[src/rtl/mdu_iter.sv]
// Iterative radix-2 multiply/divide unit producing HI/LO for MULT/MULTU/DIV/DIVU, plus MTHI/MTLO writes.
// Latency: MTHI/MTLO one edge; multiply/divide 32 edges after the accepting edge, results and busy drop together.
// Backpressure: busy is high while iterating; any start seen while busy is dropped, so the requester must hold it.
module mdu_iter #(
    parameter int WIDTH = 32,
    parameter int CNT_W = 6
) (
    input  logic             clk,
    input  logic             rst_n,
    input  logic             start,
    input  logic [2:0]       op,
    input  logic [WIDTH-1:0] A,
    input  logic [WIDTH-1:0] B,
    output logic             busy,
    output logic [WIDTH-1:0] hi,
    output logic [WIDTH-1:0] lo
);

    localparam logic [2:0] OP_MULT  = 3'b000;
    localparam logic [2:0] OP_MULTU = 3'b001;
    localparam logic [2:0] OP_DIV   = 3'b010;
    localparam logic [2:0] OP_DIVU  = 3'b011;
    localparam logic [2:0] OP_MTHI  = 3'b100;
    localparam logic [2:0] OP_MTLO  = 3'b101;

    typedef enum logic [0:0] {
        S_IDLE = 1'b0,
        S_RUN  = 1'b1
    } state_t;

    state_t               state_q, state_d;
    logic [CNT_W-1:0]     cnt_q, cnt_d;
    logic                 is_div_q, is_div_d;
    logic                 neg_lo_q, neg_lo_d;    // negate product / quotient at the end
    logic                 neg_hi_q, neg_hi_d;    // negate remainder (dividend was negative)
    logic                 div0_q, div0_d;
    logic [WIDTH-1:0]     a_raw_q, a_raw_d;      // original dividend, returned in HI on divide-by-zero
    logic [WIDTH:0]       opnd_q, opnd_d;        // multiplicand or divisor magnitude
    logic [2*WIDTH-1:0]   work_q, work_d;        // product, or {remainder, quotient}
    logic [WIDTH-1:0]     hi_q, hi_d;
    logic [WIDTH-1:0]     lo_q, lo_d;

    // Operand conditioning: signs and magnitudes in WIDTH+1 bits so that -2^(WIDTH-1) is exact.
    logic                 signed_op;
    logic                 a_sgn, b_sgn;
    logic [WIDTH:0]       a_ext, b_ext;
    logic [WIDTH:0]       a_mag, b_mag;

    // Per-iteration datapath.
    logic [WIDTH:0]       mul_sum;
    logic [2*WIDTH-1:0]   mul_next;
    logic [WIDTH:0]       div_trial;
    logic [WIDTH:0]       div_diff;
    logic                 div_ge;
    logic [WIDTH:0]       rem_nx;
    logic [2*WIDTH-1:0]   div_next;
    logic [2*WIDTH-1:0]   step_w;

    // Sign fix-up of the final iteration result.
    logic [2*WIDTH-1:0]   prod_neg;
    logic [WIDTH-1:0]     quo_raw, rem_raw;
    logic [WIDTH-1:0]     fin_hi, fin_lo;

    logic                 unused_bits;

    // Signed/unsigned operand magnitudes for the op currently presented.
    always_comb begin
        signed_op = (op == OP_MULT) || (op == OP_DIV);
        a_sgn     = signed_op & A[WIDTH-1];
        b_sgn     = signed_op & B[WIDTH-1];
        a_ext     = {a_sgn, A};
        b_ext     = {b_sgn, B};
        a_mag     = a_sgn ? (~a_ext + (WIDTH+1)'(1)) : a_ext;
        b_mag     = b_sgn ? (~b_ext + (WIDTH+1)'(1)) : b_ext;
    end

    // One radix-2 step: shift-add for multiply, restoring shift-subtract for divide.
    always_comb begin
        mul_sum   = {1'b0, work_q[2*WIDTH-1:WIDTH]} + (work_q[0] ? opnd_q : '0);
        mul_next  = {mul_sum, work_q[WIDTH-1:1]};

        div_trial = {work_q[2*WIDTH-1:WIDTH], work_q[WIDTH-1]};
        div_ge    = (div_trial >= opnd_q);
        div_diff  = div_trial - opnd_q;
        rem_nx    = div_ge ? div_diff : div_trial;
        div_next  = {rem_nx[WIDTH-1:0], work_q[WIDTH-2:0], div_ge};

        step_w    = is_div_q ? div_next : mul_next;
    end

    // Apply result signs (and the divide-by-zero convention) to the last step's output.
    always_comb begin
        prod_neg = ~step_w + (2*WIDTH)'(1);
        quo_raw  = step_w[WIDTH-1:0];
        rem_raw  = step_w[2*WIDTH-1:WIDTH];
        fin_hi   = rem_raw;
        fin_lo   = quo_raw;
        if (!is_div_q) begin
            {fin_hi, fin_lo} = neg_lo_q ? prod_neg : step_w;
        end else if (div0_q) begin
            fin_hi = a_raw_q;
            fin_lo = '1;
        end else begin
            fin_lo = neg_lo_q ? (~quo_raw + WIDTH'(1)) : quo_raw;
            fin_hi = neg_hi_q ? (~rem_raw + WIDTH'(1)) : rem_raw;
        end
    end

    // Next-state: accept ops in IDLE, iterate in RUN, commit HI/LO on the last step.
    always_comb begin
        state_d  = state_q;
        cnt_d    = cnt_q;
        is_div_d = is_div_q;
        neg_lo_d = neg_lo_q;
        neg_hi_d = neg_hi_q;
        div0_d   = div0_q;
        a_raw_d  = a_raw_q;
        opnd_d   = opnd_q;
        work_d   = work_q;
        hi_d     = hi_q;
        lo_d     = lo_q;

        case (state_q)
            S_IDLE: begin
                if (start) begin
                    case (op)
                        OP_MULT, OP_MULTU: begin
                            state_d  = S_RUN;
                            cnt_d    = CNT_W'(WIDTH);
                            is_div_d = 1'b0;
                            neg_lo_d = a_sgn ^ b_sgn;
                            neg_hi_d = 1'b0;
                            div0_d   = 1'b0;
                            opnd_d   = a_mag;
                            work_d   = {{WIDTH{1'b0}}, b_mag[WIDTH-1:0]};
                        end
                        OP_DIV, OP_DIVU: begin
                            state_d  = S_RUN;
                            cnt_d    = CNT_W'(WIDTH);
                            is_div_d = 1'b1;
                            neg_lo_d = a_sgn ^ b_sgn;
                            neg_hi_d = a_sgn;
                            div0_d   = (B == '0);
                            a_raw_d  = A;
                            opnd_d   = b_mag;
                            work_d   = {{WIDTH{1'b0}}, a_mag[WIDTH-1:0]};
                        end
                        OP_MTHI: hi_d = A;
                        OP_MTLO: lo_d = A;
                        default: ;
                    endcase
                end
            end
            S_RUN: begin
                work_d = step_w;
                cnt_d  = cnt_q - CNT_W'(1);
                if (cnt_q == CNT_W'(1)) begin
                    state_d = S_IDLE;
                    hi_d    = fin_hi;
                    lo_d    = fin_lo;
                end
            end
            default: state_d = S_IDLE;
        endcase
    end

    // State, datapath and architectural registers; reset discards any op in flight.
    always_ff @(posedge clk or negedge rst_n) begin
        if (!rst_n) begin
            state_q  <= S_IDLE;
            cnt_q    <= '0;
            is_div_q <= 1'b0;
            neg_lo_q <= 1'b0;
            neg_hi_q <= 1'b0;
            div0_q   <= 1'b0;
            a_raw_q  <= '0;
            opnd_q   <= '0;
            work_q   <= '0;
            hi_q     <= '0;
            lo_q     <= '0;
        end else begin
            state_q  <= state_d;
            cnt_q    <= cnt_d;
            is_div_q <= is_div_d;
            neg_lo_q <= neg_lo_d;
            neg_hi_q <= neg_hi_d;
            div0_q   <= div0_d;
            a_raw_q  <= a_raw_d;
            opnd_q   <= opnd_d;
            work_q   <= work_d;
            hi_q     <= hi_d;
            lo_q     <= lo_d;
        end
    end

    // The selected partial remainder never exceeds WIDTH bits; its top bit is structurally zero.
    assign unused_bits = rem_nx[WIDTH];

    assign busy = (state_q == S_RUN);
    assign hi   = hi_q;
    assign lo   = lo_q;

endmodule
[config.mk]
export PLATFORM = sky130hd
export DESIGN_NAME = mdu_iter
export DESIGN_NICKNAME = d
export VERILOG_FILES = /design/src/rtl/mdu_iter.sv
export SDC_FILE = /design/constraint.sdc
export NUM_CORES = 1
export LEC_CHECK = 0
export CORE_MARGIN = 1
export CORE_UTILIZATION = 28
export DETAILED_ROUTE_END_ITERATION = 8
export DONT_BUFFER_PORTS = 1
export PLACE_DENSITY = 0.38
export SLEW_MARGIN = 20
export SYNTH_ARGS = -nofsm -noshare
export SYNTH_HDL_FRONTEND = slang
export SYNTH_SLANG_ARGS = --single-unit
[constraint.sdc]
create_clock -name clk -period 6.1 [get_ports clk]
set_input_delay 1.22 -clock clk [delete_from_list [all_inputs] [get_ports clk]]
set_output_delay 1.22 -clock clk [all_outputs]
set_load 0.05 [all_outputs]
# Word level (Yosys, flattened, before mapping)

Cells that the tools add are included.

Equality and inequality tests: 12
Multiply operators: 0
$lt $le $gt $ge: 1
Add/subtract/negate cells: 8
Divide/modulo/power cells: 0
Bitwise gates (word level): 9
Shift operators: 0
Multiplexer cells: 34
Reductions and logical operators: 14

Operators with widths:

| operator                | count |
|---|---|
| $mux W32                | 13 |
| $pmux W64 S2            | 2 |
| $mux W64                | 3 |
| $pmux W32 S2            | 2 |
| $mux W33                | 3 |
| $add A33 B1 Y33 const B | 2 |
| $not A33 Y33            | 2 |
| $pmux W33 S2            | 1 |
| $add A32 B1 Y32 const B | 2 |
| $add A64 B1 Y64 const B | 1 |
| $not A32 Y32            | 2 |
| $not A64 Y64            | 1 |
| $add A32 B33 Y33        | 1 |
| $ge A33 B33 Y1          | 1 |
| $logic_not A32 Y1       | 1 |
| $sub A32 B32 Y32        | 1 |
| $reduce_and A3 Y1       | 5 |
| $mux W6                 | 2 |
| $pmux W6 S2             | 1 |
| $pmux W1 S2             | 4 |
| $eq A3 B2 Y1 const B    | 2 |
| $eq A3 B3 Y1 const B    | 2 |
| $eq A6 B1 Y1 const B    | 1 |
| $ne A2 B1 Y1 const B    | 3 |
| other kinds (14)        | 20 |

Word-level logic and storage cells: 89
Bits in registers: 204
Bits in latches: 0
Bits in read-only memories: 0
Output and inout port bits: 65
Memories: 0
Memory bits (writable): 0
Input port bits: 70

# Longest topological paths before layout

Depth after elaboration: 10
Depth in mapped cells: 24
Depth with buffers taken out: 22

# Least setup slack after synthesis

OpenSTA, ideal clock, no wires.

Path kind: reg2reg
From: reg work_q[34]
To: reg hi_q[26], in the netlist hi[26]
Setup slack: 1.211 ns
Setup time: 0.094 ns
Cell stages (with the launch flop): 23
Buffers on the path: 1
Data required time: 6.006 ns
Period minus slack after synthesis: 4.889 ns
Arrival: 4.795 ns
Cell sequence: dfrtp_1 > ha_1 > a21o_1 > a21oi_2 > a2111oi_4 > o21ba_2 > o21a_4 > buf_2 > o21ai_0 > o21ai_0 > inv_1 > ha_1 > o211ai_1 > or2_2 > or2_1 > nand2b_1 > nand2b_1 > nor4_1 > nand4_1 > o31ai_1 > xnor2_1 > o22a_1 > a211oi_1

Longest elaborated chain between the ends: 10
Elaborated cells between the ends (all ways): 15
Classes of those cells: add/sub: 4; order compare: 1; mux: 8; bitwise: 2

Ends and longest elaborated chain:

| what                                               | line   | source |
|---|---|---|
| start: declaration                                 | 39     | `logic [2*WIDTH-1:0] work_q, work_d;` |
| start signal: assignment                           | 190    | `work_q <= work_d;` |
| $sub A32 B32 Y32 or $ge A33 B33 Y1 (tied branches) | 84, 83 |  |
| $mux W32                                           | 85     | `rem_nx = div_ge ? div_diff : div_trial;` |
| $mux W64 (*)                                       | 88     | `step_w = is_div_q ? div_next : mul_next;` |
| $not A32 Y32                                       | 105    | `fin_hi = neg_hi_q ? (~rem_raw + WIDTH'(1)) : rem_raw;` |
| $add A32 B1 Y32                                    | 105    |  |
| $mux W32                                           | 105    |  |
| $mux W32                                           | 100    | `end else if (div0_q) begin` |
| $mux W32 (*)                                       | 98     | `if (!is_div_q) begin` |
| $mux W32 (*)                                       | 157    | `if (cnt_q == CNT_W'(1)) begin` |
| $pmux W32 S2 (*)                                   | 123    | `case (state_q)` |
| end signal: assignment                             | 191    | `hi_q <= hi_d;` |
| end: declaration                                   | 40     | `logic [WIDTH-1:0] hi_q, hi_d;` |

Every way passes the cells marked *; elsewhere a longest branch is shown, timed or not. The select of a mux whose other input is x is not followed.
A chain may end at the register's enable or synchronous reset.

# Final worst setup path

From: reg work_q[0]
To: reg hi_q[31], in the netlist hi[31]

Longest elaborated chain between the ends: 10
Elaborated cells between the ends (all ways): 13
Classes of those cells: add/sub: 3; mux: 8; bitwise: 2

Ends and longest elaborated chain:

| what             | line | source |
|---|---|---|
| $mux W33         | 79   | `mul_sum = {1'b0, work_q[2*WIDTH-1:WIDTH]} + (work_q[0] ? opnd_q : '0);` |
| $add A32 B33 Y33 | 79   |  |
| $mux W64 (*)     | 88   |  |
| $not A32 Y32     | 105  |  |
| $add A32 B1 Y32  | 105  |  |
| $mux W32         | 105  |  |
| $mux W32         | 100  |  |
| $mux W32 (*)     | 98   |  |
| $mux W32 (*)     | 157  |  |
| $pmux W32 S2 (*) | 123  |  |

Marked as above.

==> metrics.yaml <==
outcome:
  status: "finished clean"
sta:
  rsz0062_at_grt: "no"
  fin_crit_sh_pct: 95.97
  hold_ws_ps: 318.0
  tightest_slew_ps: 940.4
  fin_crit_ps: 5854
  fin_skew_ps: 13.50
  slew_violations: 0
  max-slew-margin-rel_pct: 37.31
  finalHoldViolCount: 0
  fmax_mhz: 170.8
  setup_viol: 0
  setup_tns_ps: 0
synthesis:
  synth_common_cells: "273 x nand2_1, 230 x o21ai_0, 204 x dfrtp_1"
  synth.cell_area_um2: 18080
  ys.flop_type: "dfrtp_1"
  yosys.cell_count.top_type: "nand2_1"
  synth-edff-count: 0
  yosys_warnings: 0
  synth_top_area_share_pct: 28.24
  syn_nets: 2470
  yosysTopAreaCell: "dfrtp_1"
  synth_area_leaders: "dfrtp_1 28%, o21ai_0 6.4%, nand2_1 5.7%"
  ys_seq_elements: 204
  synthCells: 2327
  ys_types: 93
  avgSynthCellArea_um2: 7.769
  ys_seq_area_share_pct: 28.24
  synthArstFlopShare_pct: 100.0
run:
  maxCapViolCount: 0
worst_setup_path:
  cp-endpoint: "hi[31]"
  path_class: "reg -> reg"
  r2r_start: "work_q[0]"
  end_kind: "flip-flop"
  r2r-end: "hi[31]"
  r2r_setup_slack_ps: 250
  worstRegToRegCells: 17
  arrival_ps: 6300
  required_ps: 6540
  cp_max_fo: 17
  cp-start-kind: "flip-flop"
  startpoint: "work_q[0]"
floorplan:
  fp.dieW_um: 256.1
  core_area_um2: 63430
  die-area_um2: 65590
  num_rows: 92
  start_util_pct: 28.50
  io_pins: 135
  die_y_um: 256.1
global_route:
  grt_pass1_wl_mm: 127.0
  antenna_found_initial: 8
  grt_overflow: 0
  grt_pass1_vias: 17690
  grt_max_degree: 205
  grtUsageTotal_pct: 26.13
routing:
  vias: 18030
  drt_iter0_markers: 1446
  routed_via_density: 5.736
  ant_nets: 0
  wl_met1_mm: 39.40
  topRoutingLayerUsed: "met4"
  wl_met3_mm: 4.231
  wl_per_cell_um: 27.89
  drc: 0
  met2_length_mm: 40.74
  routed_wl_mm: 87.65
  drt_first_pass_iters: 7
final_layout:
  nNetsFinal: 2418
  multi_input_area_um2: 12130
  post_route_cells_drive_above_1_share_pct: 9.756
  ff_latch_area_um2: 5114
  syn_to_final_growth_pct: 11.44
  nFillCells: 6778
worst_hold_path:
  holdCritPathClass: "in -> async"
power:
  peakVddDrop_uv: 302.7
  p_per_area_nw_per_um2: 756.2
  p_leak_nw: 8.015
place:
  io_buffer_count: 0
  gp_congestion: 0.9678
  dpl.hpwl_mm: 68.09
clock_tree:
  cts.clk_slew.worst_paths_ps: 60
  cts-root-buf: "clkbuf_16"
  h-tree-depth: 1
  cts-buffers-inserted: 27
  cts_setup_buffers: 0
  clkLatencyLatePin_ps: 590
  cts_tree: "built"
  clockBufferDepth: 3
  clock_sinks: 204
power by group:
part | leakage [nW] | internal [mW] | switching [mW] | total [mW]
logic | 4.98 | 3.50 | 6.54 | 10.0
registers | 2.54 | 1.98 | 1.41 | 3.39
clock network | 0.489 | 1.10 | 0.701 | 1.80
routing by layer:
layer  GRT usage [%]  up-vias
met2           42.91      571
met5               0        -
met1           35.40     8962
li1                -     8391
met3           2.862      104
met4           9.015        0
critical path: stages (launching register included):
cell	delay [ps]
dfrtp_1	600
buf_4	300
and2_1	160
ha_1	270
o21a_1	230
or2_2	310
a31oi_1	630
o221ai_1	570
a21boi_0	320
mux2_2	250
a31o_2	180
nand2b_1	180
or4_4	570
nor3_2	230
a311oi_1	120
a2111oi_0	470
buf_4	200
o31ai_1	70
kinds of logic after synthesis:
family | Yosys count | share of synthesized area [%]
adder cells (fa/ha/maj) | 73 | 5.135
XOR/XNOR | 190 | 9.205
AO/OA/AOI/OAI | 796 | 28.17
AND/OR/NAND/NOR | 753 | 19.50
flip-flops | 204 | 28.24
buffers and inverters | 233 | 5.066
multiplexers | 78 | 4.685
worst min-delay path by stage:
stage / endpoint / slack (ps) / cells past startpoint
after floorplan: cnt_q[4] / 450 / 1
final: lo[8] / 320 / 0
after global routing: lo[15] / 290 / 0
after CTS: lo[15] / 290 / 0
after detailed placement: cnt_q[4] / 490 / 1
after global placement: cnt_q[4] / 460 / 1
through the flow:
stage | instances | area [µm²] | worst slack, ps | util (%) | total power [mW]
global route | 3142 | 20140 | 101.3 | 31.76 | 16.16
finish | 3143 | 20150 | 245.6 | 31.76 | 15.23
global placement | 3091 | 19130 | 363.6 | 30.16 | 13.41
detailed placement | 3091 | 19130 | 365.2 | 30.17 | 13.35
CTS | 3141 | 20120 | 304.9 | 31.72 | 15.22
floorplan | 2327 | 18080 | 1211 | - | 9.622
timing repair:
item / CTS / global route
hold buffers: 0 / 0
endpoints found under the hold margin: 0 / 0
gates resized for setup: 0 / 1
setup endpoints to repair: 0 / 1
registers in the layout, summed over array words and instances, names as in the netlist:
register  count
a_raw_q      32
busy          1
cnt_q         6
div0_q        1
hi           32
is_div_q      1
lo           32
neg_hi_q      1
neg_lo_q      1
opnd_q       33
work_q       64
area by class of cell:
class / instances / area share, %
antenna: 1 / 0.01242
clock buffer: 37 / 3.838
tap: 846 / 5.254
timing repair buffer: 74 / 2.820
inverter: 78 / 1.453
sequential: 204 / 25.38
clock inverter: 13 / 1.037
multi-input combinational: 1890 / 60.20
cell usage in the layout, fill, tap and decap left out, types with 20 or more instances in the layout:
cell       count
nor3_1        48
nor2_1       195
a31oi_1       29
a22oi_1       21
o221ai_1      26
or3_1         22
o22ai_1       41
nand4_1       30
o211ai_1      26
nand2_1      271
mux2i_1       25
nor4_1        23
buf_4         73
and2_1        38
mux2_2        53
ha_1          71
dfrtp_1      201
inv_1         74
nand3_1       28
clkbuf_16     27
o21ai_0      229
a21oi_1      195
xnor2_1      113
xor2_1        77
and3_1        20
a211oi_1      25
o31ai_1       31
No activity file was read; power rests on OpenSTA's default activity.
==> RTL change: new RTL, config.mk and constraints unchanged <==
`CNT_W`: 6 -> 12.
--- a/src/rtl/mdu_iter.sv
+++ b/src/rtl/mdu_iter.sv
@@ -4,5 +4,5 @@
 module mdu_iter #(
     parameter int WIDTH = 32,
-    parameter int CNT_W = 6
+    parameter int CNT_W = 12
 ) (
     input  logic             clk,
Formal check against the unedited RTL: same outputs for any inputs over 4 cycles, from zero or initial values and one cycle with rst_n low; that may be too few to reach the edited logic, so the function may still have changed.
==> RTL change against the original RTL <==
  * Design area up 3.3%
  * Wire length increased by 3.9%
  * Synthesized cell count rose by 2.3%
  * Area after synthesis increased by 3.9%
  * Critical endpoint is now hi[30]
  * Highest routed layer unchanged
  * Sequential cell count up 6
  * Count of clock-buffer cells in the layout shrank 3
  * Core utilization down 0.27 points
  * Worst setup slack improved by 0.061 ns
Power is left out: it rests on default switching activity, and per cell area and clock period it moved more than threefold.
==> RTL change: results (changes against the original RTL) <==
Outcome -> finished, final reports clean (unchanged)
Post-Synth Adder-Cell Area -> 0.0494 (was 0.0514)
Post-synthesis compound-gate area fraction -> 0.285 (was 0.282)
Synth Area in XOR/XNOR -> 0.0742 (was 0.0920)
Post-synthesis mux area share -> 0.0516 (was 0.0469)
DR WL met2 -> 42,300 µm (was 40,700 µm)
Crit path max fanout -> 12 (was 17)
Slowest CP cell -> or3_1 (was a31oi_1)
GP Congestion -> 0.948 (was 0.968)
Worst EP arrival -> 6.32 ns (was 6.30 ns)
Port bufs -> 0 (unchanged)
Dominant cells by area after synthesis -> dfrtp_1 28%, o21ai_0 6.4%, nand2_1 5.5% (was dfrtp_1 28%, o21ai_0 6.4%, nand2_1 5.7%)
Clock network share of area -> 0.0496 (was 0.0488)
Synth cell types -> 97 (was 93)
Via density -> 5.88 (was 5.74)
Multi-input gates -> 1,947 (was 1,890)
Fillers -> 7,176 (was 6,778)
Skew-Pair Late Insertion Delay -> 0.60 ns
Placed Cells incl. Taps -> 3,153 (was 3,091)
Synth Flop Type -> dfrtp_1 (unchanged)
Asr flop ratio synth -> 1.00 (unchanged)
CTS Buf Count -> 29 (was 27)
Largest net degree at the start of global routing -> 211 (was 205)
Max Used Layer -> met4 (unchanged)
First-pass GRT wire length -> 131,000 µm (was 127,000 µm)
Crit-path max cell delay -> 0.68 ns (was 0.63 ns)
N_diodes -> 0 (was 1)
Clock buffers -> 34 (was 37)
Grt met1 use -> 0.348 (was 0.354)
Top delay family on crit path -> simple AND/OR/NAND/NOR gates (was compound AO/OA/AOI/OAI gates)
Met2 Usage GRT -> 0.429 (about the same)
Vias in the first global route -> 18,397 (was 17,691)
Clk slew on worst S/H paths -> 0.06 ns (about the same)
Post_cts resized -> 0 (unchanged)
DR pass1 iterations -> 7 (unchanged)
Worst slew margin -> 0.333 (was 0.373)
Worst Skew -> 0.0216 ns (was 0.0135 ns)
Tot GR Track Use -> 0.262 (was 0.261)
Met3 Use GR -> 0.0266 (was 0.0286)
Share of cells above drive strength 1 -> 0.0974 (was 0.0976)
Syn_nets -> 2,523 (was 2,470)
Non-clk buf share -> 0.0225 (was 0.0282)
Fraction of area in multi-input gates -> 0.610 (was 0.602)
Post-Syn Instances -> 2,380 (was 2,327)
Synth cell count leaders -> 277 x nand2_1, 240 x o21ai_0, 210 x dfrtp_1 (was 273 x nand2_1, 230 x o21ai_0, 204 x dfrtp_1)
Seq Cell Count -> 210 (was 204)
Sequential-to-total area share from yosys stat -> 0.280 (was 0.282)
DR WL/cell -> 28.4 µm (was 27.9 µm)
Sequential cell area share -> 0.253 (was 0.254)
Total Wirelength -> 91,000 µm (was 87,700 µm)
Metal-1 WL -> 39,700 µm (was 39,400 µm)
Initial antenna violation count -> 9 (was 8)
Inverter count -> 73 (was 78)
Root Buffer -> clkbuf_16 (unchanged)
Non-CTS buffers -> 59 (was 74)
Drt first-iter violations -> 1,702 (was 1,446)
Post-CTS Setup Inserts -> 0 (unchanged)
Detailed Place HPWL -> 69,700 µm (was 68,100 µm)
DR WL met3 -> 4370 µm (was 4230 µm)
==> RTL change: changes by cell type in the layout (fill, tap and decap cells not counted), sizes merged, moves of 8 or more <==
cell and delta:
nor2b +8, o21ai +8, buf -15, nor3 +8
a21oi -24, mux2i +10, xnor2 -14, a21o +12
or3 +9, nor2 -17, xor2 -17, nand3 +19
==> RTL change: worst paths after layout <==
check,startpoint,endpoint,slack [ns],depth (start not counted)
worst max register to register,work_q[41],hi[30],0.31,19
worst min-delay path,rst_n,lo[17],0.33,0
worst max-delay path,work_q[41],hi[30],0.31,19
worst min register to register,cnt_q[6],cnt_q[6],0.47,1
min in group clk,cnt_q[6],cnt_q[6],0.47,1
max in group asynchronous,rst_n,work_q[42],5.43,0
==> RTL change: stage by stage <==
step           cell area [µm²]  hold WS (ns)  setup slack, ns
2_1_floorplan            18800         0.439            0.960
3_3_place_gp             19800         0.461            0.331
3_5_place_dp             19800         0.465            0.187
4_1_cts                  20800         0.281            0.165
5_1_grt                  20800         0.283          0.00537
6_report                 20800         0.325            0.307
